--- config.mk ---
export PLATFORM = sky130hd
export DESIGN_NAME = s2mm_burst_ctrl_flat
export DESIGN_NICKNAME = d
export VERILOG_FILES = /design/src/rtl/s2mm_burst_ctrl_if.sv /design/src/rtl/s2mm_burst_ctrl.sv /design/src/flat_wrapper.sv
export SDC_FILE = /design/constraint.sdc
export NUM_CORES = 1
export LEC_CHECK = 0
export CAP_MARGIN = 20
export CORE_AREA = 3 3 150 108
export DETAILED_ROUTE_END_ITERATION = 16
export DIE_AREA = 0 0 153 111
export PLACE_DENSITY = 0.92
export RECOVER_POWER = 100
export SETUP_SLACK_MARGIN = 0.1
export SYNTH_ARGS = -nofsm -noshare
export SYNTH_HDL_FRONTEND = slang
export SYNTH_SLANG_ARGS = --single-unit
--- constraint.sdc ---
create_clock -name clk -period 5.75 [get_ports clk]
set_input_delay 1.15 -clock clk [delete_from_list [all_inputs] [get_ports clk]]
set_output_delay 1.15 -clock clk [all_outputs]
set_load 0.02 [all_outputs]
--- src/rtl/s2mm_burst_ctrl_if.sv ---
// Control-plane, burst-command and write-completion signals of s2mm_burst_ctrl.
// slave is the sequencer side, master is the control plane / datapath side.
interface s2mm_burst_ctrl_if #(
  parameter int LEN_W = 24
);
  logic             ctrl_start;
  logic [31:0]      ctrl_base_addr;
  logic [LEN_W-1:0] ctrl_len;
  logic             ctrl_abort;
  logic             ctrl_busy;
  logic             ctrl_done;
  logic [1:0]       ctrl_status;
  logic [LEN_W-1:0] ctrl_xfer_cnt;
  logic             cmd_valid;
  logic             cmd_ready;
  logic [31:0]      cmd_addr;
  logic [7:0]       cmd_len;
  logic             wb_done;
  logic [8:0]       wb_beats;
  logic             wb_last;

  modport slave (
    input  ctrl_start, ctrl_base_addr, ctrl_len, ctrl_abort,
    input  cmd_ready, wb_done, wb_beats, wb_last,
    output ctrl_busy, ctrl_done, ctrl_status, ctrl_xfer_cnt,
    output cmd_valid, cmd_addr, cmd_len
  );

  modport master (
    output ctrl_start, ctrl_base_addr, ctrl_len, ctrl_abort,
    output cmd_ready, wb_done, wb_beats, wb_last,
    input  ctrl_busy, ctrl_done, ctrl_status, ctrl_xfer_cnt,
    input  cmd_valid, cmd_addr, cmd_len
  );
endinterface

--- src/rtl/s2mm_burst_ctrl.sv ---
// Splits one S2MM buffer descriptor into AXI write-burst commands and reports completion.
// Define S2MM_BURST_CTRL_4K_SPLIT_EN to keep every burst inside one 4 KB page.
module s2mm_burst_ctrl #(
  parameter int MAX_BURST       = 16,
  parameter int MAX_OUTSTANDING = 4,
  parameter int LEN_W           = 24
) (
  input logic              clk,
  input logic              rst_n,
  s2mm_burst_ctrl_if.slave bus
);

  typedef enum logic [2:0] {IDLE, CALC, ISSUE, DRAIN, DONE} state_e;

  localparam logic [1:0] StFull  = 2'b00;
  localparam logic [1:0] StEop   = 2'b01;
  localparam logic [1:0] StAbort = 2'b10;
  localparam logic [1:0] StErr   = 2'b11;

  state_e           state_q, state_d;
  logic [31:0]      cur_addr_q, cur_addr_d;
  logic [LEN_W-1:0] remaining_q, remaining_d;
  logic [LEN_W-1:0] xfer_cnt_q, xfer_cnt_d;
  logic [3:0]       outstanding_q, outstanding_d;
  logic             eop_q, eop_d;
  logic             abort_q, abort_d;
  logic [1:0]       status_q, status_d;
  logic [31:0]      cmd_addr_q, cmd_addr_d;
  logic [7:0]       cmd_len_q, cmd_len_d;
  logic [8:0]       burst_q, burst_d;

  logic             cmd_valid;
  logic             handshake;
  logic             active;
  logic             wb_ok;
  logic             eop_ev;
  logic             abort_ev;
  logic             stop;
  logic [8:0]       burst_calc;
  logic [LEN_W-1:0] rem_after;

  assign cmd_valid = (state_q == ISSUE) && (outstanding_q < 4'(MAX_OUTSTANDING));
  assign handshake = cmd_valid && bus.cmd_ready;
  assign active    = (state_q == CALC) || (state_q == ISSUE) || (state_q == DRAIN);
  assign wb_ok     = bus.wb_done && active;
  assign eop_ev    = wb_ok && bus.wb_last;
  // Once eop is recorded, a late abort no longer overrides the end-of-packet status.
  assign abort_ev  = bus.ctrl_abort &&
                     ((state_q == CALC) || (state_q == ISSUE) || ((state_q == DRAIN) && !eop_q));
  assign stop      = eop_q || abort_q || eop_ev || abort_ev;
  assign rem_after = remaining_q - LEN_W'(burst_q);

`ifdef S2MM_BURST_CTRL_4K_SPLIT_EN
  logic [12:0] beats_to_4k;

  // 13-bit difference so that a page-aligned address yields 1024 beats, not 0.
  always_comb begin
    beats_to_4k = (13'd4096 - {1'b0, cur_addr_q[11:0]}) >> 2;
    burst_calc  = (remaining_q > LEN_W'(MAX_BURST)) ? 9'(MAX_BURST) : remaining_q[8:0];
    if ({4'b0000, burst_calc} > beats_to_4k) begin
      burst_calc = beats_to_4k[8:0];
    end
  end
`else
  always_comb begin
    burst_calc = (remaining_q > LEN_W'(MAX_BURST)) ? 9'(MAX_BURST) : remaining_q[8:0];
  end
`endif

  always_comb begin
    state_d       = state_q;
    cur_addr_d    = cur_addr_q;
    remaining_d   = remaining_q;
    xfer_cnt_d    = xfer_cnt_q;
    outstanding_d = outstanding_q;
    eop_d         = eop_q;
    abort_d       = abort_q;
    status_d      = status_q;
    cmd_addr_d    = cmd_addr_q;
    cmd_len_d     = cmd_len_q;
    burst_d       = burst_q;

    if (handshake && !wb_ok) begin
      outstanding_d = outstanding_q + 4'd1;
    end else if (!handshake && wb_ok && (outstanding_q != 4'd0)) begin
      outstanding_d = outstanding_q - 4'd1;
    end
    if (wb_ok) begin
      xfer_cnt_d = xfer_cnt_q + LEN_W'(bus.wb_beats);
    end
    if (eop_ev) begin
      eop_d = 1'b1;
    end
    if (abort_ev) begin
      abort_d = 1'b1;
    end

    case (state_q)
      IDLE: begin
        if (bus.ctrl_start) begin
          cur_addr_d  = {bus.ctrl_base_addr[31:2], 2'b00};
          remaining_d = bus.ctrl_len;
          eop_d       = 1'b0;
          abort_d     = 1'b0;
          if ((bus.ctrl_len == '0) || (bus.ctrl_base_addr[1:0] != 2'b00)) begin
            status_d = StErr;
            state_d  = DONE;
          end else begin
            xfer_cnt_d = '0;
            state_d    = CALC;
          end
        end
      end
      CALC: begin
        if (stop) begin
          state_d = DRAIN;
        end else begin
          burst_d    = burst_calc;
          cmd_addr_d = cur_addr_q;
          cmd_len_d  = 8'(burst_calc - 9'd1);
          state_d    = ISSUE;
        end
      end
      ISSUE: begin
        if (handshake) begin
          cur_addr_d  = cur_addr_q + {21'b0, burst_q, 2'b00};
          remaining_d = rem_after;
          state_d     = ((rem_after == '0) || stop) ? DRAIN : CALC;
        end else if (stop) begin
          state_d = DRAIN;
        end
      end
      DRAIN: begin
        if (outstanding_d == 4'd0) begin
          state_d  = DONE;
          status_d = abort_d ? StAbort : (eop_d ? StEop : StFull);
        end
      end
      DONE: begin
        state_d = IDLE;
      end
      default: begin
        state_d = IDLE;
      end
    endcase
  end

  always_ff @(posedge clk or negedge rst_n) begin
    if (!rst_n) begin
      state_q       <= IDLE;
      cur_addr_q    <= '0;
      remaining_q   <= '0;
      xfer_cnt_q    <= '0;
      outstanding_q <= '0;
      eop_q         <= 1'b0;
      abort_q       <= 1'b0;
      status_q      <= '0;
      cmd_addr_q    <= '0;
      cmd_len_q     <= '0;
      burst_q       <= '0;
    end else begin
      state_q       <= state_d;
      cur_addr_q    <= cur_addr_d;
      remaining_q   <= remaining_d;
      xfer_cnt_q    <= xfer_cnt_d;
      outstanding_q <= outstanding_d;
      eop_q         <= eop_d;
      abort_q       <= abort_d;
      status_q      <= status_d;
      cmd_addr_q    <= cmd_addr_d;
      cmd_len_q     <= cmd_len_d;
      burst_q       <= burst_d;
    end
  end

  assign bus.ctrl_busy     = (state_q != IDLE);
  assign bus.ctrl_done     = (state_q == DONE);
  assign bus.ctrl_status   = status_q;
  assign bus.ctrl_xfer_cnt = xfer_cnt_q;
  assign bus.cmd_valid     = cmd_valid;
  assign bus.cmd_addr      = cmd_addr_q;
  assign bus.cmd_len       = cmd_len_q;

endmodule

--- src/flat_wrapper.sv ---
// flat-port wrapper written by rule: the top's interface ports become plain ports
module s2mm_burst_ctrl_flat 
#(
  parameter int MAX_BURST       = 16,
  parameter int MAX_OUTSTANDING = 4,
  parameter int LEN_W           = 24
)
  (clk, rst_n, bus_ctrl_start, bus_ctrl_base_addr, bus_ctrl_len, bus_ctrl_abort, bus_cmd_ready, bus_wb_done, bus_wb_beats, bus_wb_last, bus_ctrl_busy, bus_ctrl_done, bus_ctrl_status, bus_ctrl_xfer_cnt, bus_cmd_valid, bus_cmd_addr, bus_cmd_len);
  s2mm_burst_ctrl_if #(.LEN_W(LEN_W)) bus_i ();
  input logic clk;
  input logic rst_n;
  input wire logic [$bits(bus_i.ctrl_start)-1:0] bus_ctrl_start;
  input wire logic [$bits(bus_i.ctrl_base_addr)-1:0] bus_ctrl_base_addr;
  input wire logic [$bits(bus_i.ctrl_len)-1:0] bus_ctrl_len;
  input wire logic [$bits(bus_i.ctrl_abort)-1:0] bus_ctrl_abort;
  input wire logic [$bits(bus_i.cmd_ready)-1:0] bus_cmd_ready;
  input wire logic [$bits(bus_i.wb_done)-1:0] bus_wb_done;
  input wire logic [$bits(bus_i.wb_beats)-1:0] bus_wb_beats;
  input wire logic [$bits(bus_i.wb_last)-1:0] bus_wb_last;
  output wire logic [$bits(bus_i.ctrl_busy)-1:0] bus_ctrl_busy;
  output wire logic [$bits(bus_i.ctrl_done)-1:0] bus_ctrl_done;
  output wire logic [$bits(bus_i.ctrl_status)-1:0] bus_ctrl_status;
  output wire logic [$bits(bus_i.ctrl_xfer_cnt)-1:0] bus_ctrl_xfer_cnt;
  output wire logic [$bits(bus_i.cmd_valid)-1:0] bus_cmd_valid;
  output wire logic [$bits(bus_i.cmd_addr)-1:0] bus_cmd_addr;
  output wire logic [$bits(bus_i.cmd_len)-1:0] bus_cmd_len;
  assign bus_i.ctrl_start = bus_ctrl_start;
  assign bus_i.ctrl_base_addr = bus_ctrl_base_addr;
  assign bus_i.ctrl_len = bus_ctrl_len;
  assign bus_i.ctrl_abort = bus_ctrl_abort;
  assign bus_i.cmd_ready = bus_cmd_ready;
  assign bus_i.wb_done = bus_wb_done;
  assign bus_i.wb_beats = bus_wb_beats;
  assign bus_i.wb_last = bus_wb_last;
  assign bus_ctrl_busy = bus_i.ctrl_busy;
  assign bus_ctrl_done = bus_i.ctrl_done;
  assign bus_ctrl_status = bus_i.ctrl_status;
  assign bus_ctrl_xfer_cnt = bus_i.ctrl_xfer_cnt;
  assign bus_cmd_valid = bus_i.cmd_valid;
  assign bus_cmd_addr = bus_i.cmd_addr;
  assign bus_cmd_len = bus_i.cmd_len;
  s2mm_burst_ctrl #(.MAX_BURST(MAX_BURST), .MAX_OUTSTANDING(MAX_OUTSTANDING), .LEN_W(LEN_W)) u_core (.clk(clk), .rst_n(rst_n), .bus(bus_i));
endmodule
==> qor.yml, run 1 <==
outcome:
  status: "finished, violations left"
  violations: "capacitance limit, slew limit"
floorplan:
  die_w_um: 153
  dieArea_um2: 17000
  die_y_um: 111
  core-area_um2: 14800
  start_util_pct: 55.3
  core.rowCount: 37
  pin_count: 141
worst_setup_path:
  crit_chain: "or3b_2, clkbuf_2, nor2_1, nor2_4, clkbuf_1, a21oi_1, o2bb2a_1"
  critPathCaptureType: "flop"
  crit_buf_inv: 2
  cp_max_fo: 53
  slowest_delay_ps: 1590
  startpoint_type: "flop"
  path_class: "reg2reg"
  critPathTopFamily: "buffers and inverters"
  crit_required_ps: 6050
  cpMaxStageDelayCell: "clkbuf_1"
  worst_ep_arrival_time_ps: 4750
synth:
  async_flop_share_pct: 100
  yosysSeqAreaShare_pct: 41.7
  syn_area_um2: 8170
  netlist-cell-type-count: 75
  synth_cells: 960
  synth_edf_count: 0
  synth_ff_type: "dfrtp_1"
  yosysWarnings: 0
  synth_area_per_cell_um2: 8.51
  synth-seq-cells: 136
global_routing:
  grt_pass1_wl_um: 38800
  track_usage_pct: 27.7
  gr-total-overflow: 0
  grt_max_degree: 96
  grt_pass1_vias: 7510
  antenna_found_initial: 0
drt:
  vias: 8134
  wl_um: 24000
  drtIter0Drc: 918
  viasPerCell: 6.34
  drc: 0
  dr.pass1.iters: 7
  final_antenna_net_count: 0
  wl_per_cell_um: 18.7
clocking:
  htreeDepth: 4
  cts_setup_buffers: 0
  numCtsBuffers: 17
  clock_path_buffers: 2
  cts.clk_slew.worst_paths_ps: 60
  cts-resized-gates: 0
  clkLatencyLatePin_ps: 430
  postCtsHoldBufs: 0
  cts_tree: "built"
  cts-root-buf: "clkbuf_16"
  cts.sinks: 136
power_and_ir_drop:
  power_leakage_nw: 4.50
  vdd_drop_max_v: 0.000260
  netSwitchingFraction_pct: 44.5
  p_total_w: 0.00574
  seq_power_share_pct: 30.3
  p_int_w: 0.00318
  clockPowerShare_pct: 20.5
  pwr-share-comb_pct: 49.2
  p_per_area_nw_per_um2: 559
  p_sw_w: 0.00256
place:
  dp_slack_ps: 1550
  gp_congestion: 0.941
  hpwl_um: 16500
  io_buffers: 138
sta:
  max_freq_mhz: 225
  setup_tns_ps: 0
  drv_slew: 145
  fin_crit_ps: 4440
  finalCritPeriodShare_pct: 77.2
  slew_headroom_pct: -54.7
  setup_viol: 0
  fin_skew_ps: 9.61
  setup_slack_ps: 1310
  tightest_slew_ps: 2320
  finalHoldViolCount: 0
  timing.hold.ws_ps: 469
  rsz0062_at_grt: "false"
finish:
  num_antenna_cells: 0
  mostFrequentLayoutCells: "178 x nand2_1, 136 x dfrtp_1, 94 x nor2_1, 71 x dlygate4sd3_1, 68 x a21oi_1"
  multi_input_area_um2: 4460
  fillCellCount: 1106
  seqCellArea_um2: 3400
  layout_commonest_cell: "nand2_1"
  syn2layout_area_growth_pct: 25.8
  nNetsFinal: 1179
  layout-drive-gt1-share_pct: 6.07
run:
  maxCapViolations: 2
min_path:
  min_path_type: "reg2reg"
power groups by stage:
stage          registers, W  logic (W)  clock network, W
2_1_floorplan       0.00179    0.00182                 0
3_3_place_gp        0.00172    0.00268                 0
3_5_place_dp        0.00173    0.00277                 0
4_1_cts             0.00173    0.00283           0.00118
5_1_grt             0.00179    0.00307           0.00123
6_report            0.00174    0.00282           0.00118
sequential cells by signal (all words and copies together), names as in the netlist:
| signal | count |
|---|---|
| u_core.bus.cmd_len | 8 |
| u_core.bus.ctrl_status | 2 |
| u_core.outstanding_q | 4 |
| u_core.bus.ctrl_xfer_cnt | 24 |
| u_core.bus.cmd_addr | 30 |
| u_core.abort_q | 1 |
| u_core.state_q | 3 |
| u_core.eop_q | 1 |
| u_core.remaining_q | 24 |
| u_core.cur_addr_q | 30 |
| u_core.burst_q | 9 |
stage by stage:
step | cell area, um^2 | std cells | util (%)
3_3_place_gp | 9660 | 1249 | 65.4
5_1_grt | 10300 | 1282 | 69.6
2_1_floorplan | 8170 | 961 | -
4_1_cts | 10300 | 1281 | 69.7
6_report | 10300 | 1282 | 69.6
3_5_place_dp | 9660 | 1249 | 65.4
synthesized netlist by cell type (all sizes together), types with 8 or more instances:
| cell | number | area share (%) |
|---|---|---|
| a21boi | 8 | 0.74 |
| nor4 | 9 | 0.69 |
| o21a | 11 | 1.0 |
| nand3 | 17 | 1.1 |
| nor3b | 8 | 0.80 |
| dfrtp | 136 | 42 |
| o31ai | 10 | 0.98 |
| inv | 27 | 1.2 |
| ha | 30 | 4.6 |
| o22ai | 11 | 0.84 |
| or3 | 10 | 0.77 |
| nor3 | 20 | 1.3 |
| or2 | 9 | 0.69 |
| o211ai | 14 | 1.3 |
| a211oi | 15 | 1.5 |
| buf | 12 | 0.77 |
| nand2 | 178 | 8.2 |
| o2bb2a | 8 | 0.98 |
| xnor2 | 23 | 2.5 |
| a21oi | 68 | 4.2 |
| nand4 | 10 | 0.77 |
| a31oi | 14 | 1.1 |
| clkbuf | 41 | 1.9 |
| nor2 | 96 | 4.5 |
| o21ai | 54 | 3.3 |
| and3 | 11 | 0.84 |
cell families after synthesis:
group                      Yosys count  synth area share (%)
and+or+nand+nor                    408                  23.4
AOI/OAI and AO/OA                  271                  22.3
DFF                                136                  41.7
buffers and inverters               80                  3.89
adders and majority gates           33                  5.33
xor gates and xnor gates            30                  3.22
other                                1                0.0459
muxes                                1                 0.138
final cells by class:
class	count	area share, %
inverters	27	0.987
repair buffers	147	13.9
clock inverters	13	1.77
flip-flops and latches	136	33.1
well taps	195	2.38
clock buffers	19	4.41
multi-input cells	745	43.4
worst reg2reg max path: cells and delay by family, from the launching register on:
family	cells	cell delay, ps
and+or+nand+nor	3	720
buffers and inverters	2	2450
AOI/OAI and AO/OA	2	560
DFF	1	590
worst paths after layout:
| check | slack [ps] | to | cells past startpoint | from |
|---|---|---|---|---|
| worst max-delay path | 1310 | u_core.cur_addr_q[22] | 7 | u_core.state_q[0] |
| worst min-delay path | 470 | u_core.bus.cmd_addr[2] | 2 | u_core.bus.cmd_addr[2] |
| worst max register to register | 1310 | u_core.cur_addr_q[22] | 7 | u_core.state_q[0] |
| worst min register to register | 470 | u_core.bus.cmd_addr[2] | 2 | u_core.bus.cmd_addr[2] |
| max in group asynchronous | 2750 | u_core.remaining_q[18] | 2 | rst_n |
| min in group asynchronous | 1410 | u_core.bus.cmd_addr[10] | 1 | rst_n |
metal layers:
metal,track usage (%),part of all wire [%],vias up
li1,-,-,3670
met4,9.44,3.1,0
met3,5.19,9.4,85
met5,0,0,-
met1,40.2,43,3893
met2,41.9,44,486
Power figures use the tool's default switching activity.
==> run 2: changes to the inputs <==
--- a/config.mk
+++ b/config.mk
@@ -6,10 +6,10 @@
 export NUM_CORES = 1
 export LEC_CHECK = 0
 export CAP_MARGIN = 20
-export CORE_AREA = 3 3 150 108
+export CORE_AREA = 3 3 159 115
 export DETAILED_ROUTE_END_ITERATION = 16
-export DIE_AREA = 0 0 153 111
-export PLACE_DENSITY = 0.92
+export DIE_AREA = 0 0 162 118
+export PLACE_DENSITY = 0.86
 export RECOVER_POWER = 100
 export SETUP_SLACK_MARGIN = 0.1
 export SYNTH_ARGS = -nofsm -noshare
==> constraint.sdc (replaced) <==
create_clock -name clk -period 3.7 [get_ports clk]
set_input_delay 0.74 -clock clk [delete_from_list [all_inputs] [get_ports clk]]
set_output_delay 0.74 -clock clk [all_outputs]
set_load 0.02 [all_outputs]
==> run 2 against run 1 <==
  * The run still ends with capacitance limit, slew limit left
  * Sequential cell count is the same
  * Critical path depth shrank 4
  * Combinational power is 54% higher
  * Worst setup slack worse by 920 ps
  * Global-route usage shrank 3.1 points
  * Sequential power is 55% higher
  * Clock power is 34% higher
  * Die area rose by 13%
  * Routed wire length decreased by 2.5%
  * Clock skew rose by 1.7 ps
  * Total power rose by 50%
  * Worst hold slack got worse by 1.1 ps
  * Highest routed layer unchanged
==> qor.yml, run 2 (synthesis results as in run 1) <==
drt:
  drc: 0
  viasPerCell: 5.98
  drtIter0Drc: 939
  wl_per_cell_um: 17.7
  dr.pass1.iters: 5
  final_antenna_net_count: 0
  wl_um: 23400
  vias: 7927
clocking:
  cts-resized-gates: 0
  cts_setup_buffers: 0
  cts_tree: "built"
  cts-root-buf: "clkbuf_16"
  clock_path_buffers: 2
  clkLatencyLatePin_ps: 430
  htreeDepth: 4
  numCtsBuffers: 17
  cts.clk_slew.worst_paths_ps: 60
  cts.sinks: 136
  postCtsHoldBufs: 0
place:
  dp.cells: 1293
  io_buffers: 138
  hpwl_um: 16900
  postPlaceCellArea_um2: 9790
  dp_slack_ps: 347
  gp_congestion: 0.945
sta:
  max_freq_mhz: 302
  rsz0062_at_grt: "false"
  setup_tns_ps: 0
  setup_slack_ps: 393
  fin_crit_ps: 3310
  tightest_slew_ps: 1620
  finalCritPeriodShare_pct: 89.4
  timing.hold.ws_ps: 468
  setup_viol: 0
  slew_headroom_pct: -8.17
  finalHoldViolCount: 0
  drv_slew: 67
  fin_skew_ps: 11.4
floorplan:
  pin_count: 141
  core-area_um2: 16900
  core.rowCount: 40
  start_util_pct: 48.3
  dieArea_um2: 19100
  die_y_um: 118
  die_w_um: 162
run:
  maxCapViolations: 1
worst_setup_path:
  cp_max_fo: 12
  crit_required_ps: 2960
  critPathCaptureType: "output pin"
  worst_ep_arrival_time_ps: 2570
  startpoint_type: "flop"
  path_class: "reg2out"
finish:
  syn2layout_area_growth_pct: 25.4
  nNetsFinal: 1186
  fin_cells: 1325
  layout-drive-gt1-share_pct: 6.03
  num_antenna_cells: 0
  mostFrequentLayoutCells: "178 x nand2_1, 136 x dfrtp_1, 94 x nor2_1, 71 x dlygate4sd3_1, 68 x a21oi_1"
  finish.instance_area_um2: 10200
  layout_commonest_cell: "nand2_1"
global_routing:
  grt_max_degree: 68
  gr-total-overflow: 0
  track_usage_pct: 24.6
  grt_pass1_vias: 7510
  antenna_found_initial: 0
  grt_pass1_wl_um: 38400
outcome:
  violations: "capacitance limit, slew limit"
  status: "finished, violations left"
power_and_ir_drop:
  power_leakage_nw: 4.47
  vdd_drop_max_v: 0.000324
  p_per_area_nw_per_um2: 839
min_path:
  min_path_type: "reg2reg"
-- run 2: cell types whose count changed in the layout (fill, tap and decap cells not counted), moves of 2 or more --
| cell | delta |
|---|---|
| clkbuf_1 | +4 |
| clkinv_2 | +4 |
| bufinv_16 | -3 |
| clkbuf_2 | +2 |
| clkbuf_8 | -2 |
| inv_6 | +2 |
-- run 2: metrics by stage --
step / util (%) / power [W]
after CTS: 61.1 / 0.00867
after detailed placement: 57.9 / 0.00706
after floorplan: - / 0.00561
after global placement: 57.9 / 0.00693
after global routing: 60.6 / 0.00918
final: 60.6 / 0.00860
-- run 2: worst paths after layout --
path,cells past startpoint,from,to,slack (ps)
min in group asynchronous,1,rst_n,u_core.bus.ctrl_xfer_cnt[0],720
worst min register to register,2,u_core.bus.cmd_addr[22],u_core.bus.cmd_addr[22],470
max in group asynchronous,2,rst_n,u_core.bus.cmd_len[3],990
worst max register to register,8,u_core.state_q[0],u_core.burst_q[3],470
worst max-delay path,3,u_core.state_q[1],bus_cmd_valid,390
worst min-delay path,2,u_core.bus.cmd_addr[22],u_core.bus.cmd_addr[22],470
-- run 2: metal layers --
metal  GRT usage [%]  vias up  share of wire, %
met2            37.0      409                45
met5               0        -                 0
li1                -     3682                 -
met4            6.87        0               1.7
met1            35.4     3800                44
met3            6.26       36               9.2
-- run 2: cell type report --
| cell class | count | area (um^2) |
|---|---|---|
| timing repair buffer | 154 | 1460 |
| tap | 231 | 289 |
| clock inverter | 15 | 118 |
| sequential | 136 | 3400 |
| multi-input combinational | 745 | 4450 |
| inverter | 27 | 101 |
| clock buffer | 17 | 425 |
| fill | 1426 | 6670 |
-- run 2: power by group --
part	switching, W	internal (W)	leakage, nW
logic	0.00259	0.00174	2.53
clock network	0.000711	0.000870	0.271
registers	0.000607	0.00208	1.67
total	0.00391	0.00469	4.47
-- run 2: worst max-delay path, cell delays in order, from the launching register on --
cell and delay [ps]:
dfrtp_1 580, or3b_2 610, nor3_1 220, dlygate4sd3_1 720
==> run 3: changes to the inputs <==
--- a/config.mk
+++ b/config.mk
@@ -6,10 +6,10 @@
 export NUM_CORES = 1
 export LEC_CHECK = 0
 export CAP_MARGIN = 20
-export CORE_AREA = 3 3 159 115
+export CORE_AREA = 3 3 150 108
 export DETAILED_ROUTE_END_ITERATION = 16
-export DIE_AREA = 0 0 162 118
-export PLACE_DENSITY = 0.86
+export DIE_AREA = 0 0 153 111
+export PLACE_DENSITY = 0.92
 export RECOVER_POWER = 100
 export SETUP_SLACK_MARGIN = 0.1
 export SYNTH_ARGS = -nofsm -noshare
==> constraint.sdc (replaced) <==
create_clock -name clk -period 4.2 [get_ports clk]
set_input_delay 0.84 -clock clk [delete_from_list [all_inputs] [get_ports clk]]
set_output_delay 0.84 -clock clk [all_outputs]
set_load 0.02 [all_outputs]
==> run 3 against run 2 <==
  * Combinational power decreased by 12%
  * Clock power fell by 6%
  * The run still ends with capacitance limit, slew limit left
  * Utilization increased by 8.8 points
  * Cell count is 2.9% lower
  * Critical path depth is 6 higher
  * Die area decreased by 11%
==> qor.yml, run 3 (synthesis results as in run 1) <==
global_routing:
  track_usage_pct: 28.0
  grt_pass1_wl_um: 39100
  antenna_found_initial: 0
  gr-total-overflow: 0
  grt_max_degree: 107
  grt_pass1_vias: 7466
worst_setup_path:
  crit_buf_inv: 2
  path_class: "in2reg"
  cp_max_fo: 27
  startpoint_type: "primary input"
  crit_required_ps: 4490
  slowest_delay_ps: 590
  critPathTopFamily: "simple AND/OR/NAND/NOR gates"
  worst_ep_arrival_time_ps: 3750
  cpMaxStageDelayCell: "nand3_2"
  crit_chain: "dlygate4sd3_1, nand2b_1, nor2_1, a21oi_1, nor3b_1, nand3_2, clkbuf_2, nand2_1, o21ai_0"
  critPathCaptureType: "flop"
drt:
  wl_per_cell_um: 18.5
  drc: 0
  vias: 7994
  final_antenna_net_count: 0
  drtIter0Drc: 975
  wl_um: 23800
  viasPerCell: 6.22
  dr.pass1.iters: 6
power_and_ir_drop:
  pwr-share-comb_pct: 49.7
  p_int_w: 0.00425
  clockPowerShare_pct: 19.2
  power_leakage_nw: 4.48
  p_per_area_nw_per_um2: 752
  vdd_drop_max_v: 0.000364
  netSwitchingFraction_pct: 44.8
  seq_power_share_pct: 31.0
  p_sw_w: 0.00345
finish:
  finish.instance_area_um2: 10200
  layout_commonest_cell: "nand2_1"
  nNetsFinal: 1183
  fillCellCount: 1138
  syn2layout_area_growth_pct: 25.4
  mostFrequentLayoutCells: "178 x nand2_1, 136 x dfrtp_1, 95 x nor2_1, 70 x dlygate4sd3_1, 68 x a21oi_1"
  layout-drive-gt1-share_pct: 5.87
  seqCellArea_um2: 3400
  multi_input_area_um2: 4450
  num_antenna_cells: 0
  fin_cells: 1286
outcome:
  status: "finished, violations left"
  violations: "capacitance limit, slew limit"
clocking:
  postCtsHoldBufs: 0
  htreeDepth: 4
  clock_path_buffers: 2
  numCtsBuffers: 17
  cts_setup_buffers: 0
  cts.clk_slew.worst_paths_ps: 60
  cts-resized-gates: 0
  cts_tree: "built"
  cts-root-buf: "clkbuf_16"
  clkLatencyLatePin_ps: 420
  cts.sinks: 136
place:
  io_buffers: 138
  hpwl_um: 16500
  dp.cells: 1253
  gp_congestion: 0.990
  postPlaceCellArea_um2: 9700
sta:
  fin_skew_ps: 10.6
  fin_crit_ps: 3460
  setup_viol: 0
  tightest_slew_ps: 2660
  max_freq_mhz: 289
  finalCritPeriodShare_pct: 82.4
  setup_tns_ps: 0
  drv_slew: 107
  finalHoldViolCount: 0
  slew_headroom_pct: -77.3
  rsz0062_at_grt: "false"
run:
  maxCapViolations: 1
floorplan:
  dieArea_um2: 17000
  core-area_um2: 14800
  pin_count: 141
  start_util_pct: 55.3
  core.rowCount: 37
  die_w_um: 153
  die_y_um: 111
min_path:
  min_path_type: "reg2reg"
==> run 3: changes by cell type in the layout (fill, tap and decap cells not counted), moves of 2 or more <==
cell and change:
bufinv_16 +2, clkinv_2 -2, clkinv_4 +2, inv_6 -4
==> run 3: final timing paths <==
check / slack [ps] / startpoint / cells after the start / end
hold reg to reg: 480 / u_core.bus.cmd_addr[11] / 2 / u_core.bus.cmd_addr[11]
min in group asynchronous: 1210 / rst_n / 1 / u_core.bus.cmd_addr[6]
setup / recovery: 740 / bus_wb_done / 9 / u_core.bus.cmd_addr[17]
setup reg to reg: 810 / u_core.burst_q[0] / 11 / u_core.cur_addr_q[30]
max in group asynchronous: 1170 / rst_n / 2 / u_core.bus.cmd_addr[22]
hold / removal: 480 / u_core.bus.cmd_addr[11] / 2 / u_core.bus.cmd_addr[11]
==> run 3: routing by layer <==
| layer | share of wire, % | track usage (%) |
|---|---|---|
| met1 | 44 | 41.6 |
| met2 | 44 | 40.8 |
| met3 | 9.5 | 6.36 |
| met4 | 2.6 | 8.31 |
| met5 | 0 | 0 |
==> run 3: cell type report <==
class / instances / area share, %
Clock buffer: 19 / 4.23
Multi-Input combinational cell: 745 / 43.5
Tap cell: 195 / 2.38
Inverter: 27 / 0.990
Timing Repair Buffer: 151 / 14.3
Sequential cell: 136 / 33.2
Clock inverter: 13 / 1.43
==> run 3: worst reg2reg max path, delay by kind of cell (launching register included) <==
family / cells / cell delay (ps)
compound gates: 6 / 1410
fa+ha+maj: 2 / 650
buf+inv: 2 / 560
flops: 1 / 440
simple gates: 1 / 190
==> run 3: through the flow <==
step           power (W)  worst slack [ps]  util, %  hold slack (ps)
4_1_cts          0.00771               976     69.6              482
3_5_place_dp     0.00618               730     65.7              468
5_1_grt          0.00820               450     69.3              492
3_3_place_gp     0.00606               807     65.7              461
6_report         0.00770               741     69.3              475
2_1_floorplan    0.00494              1580        -              453
==> run 3: power by group through the flow <==
stage	clock, W	combinational [W]	sequential [W]
after floorplan	0	0.00249	0.00245
after global placement	0	0.00370	0.00236
after detailed placement	0	0.00379	0.00238
after CTS	0.00149	0.00385	0.00238
after global routing	0.00154	0.00420	0.00246
final	0.00148	0.00383	0.00239
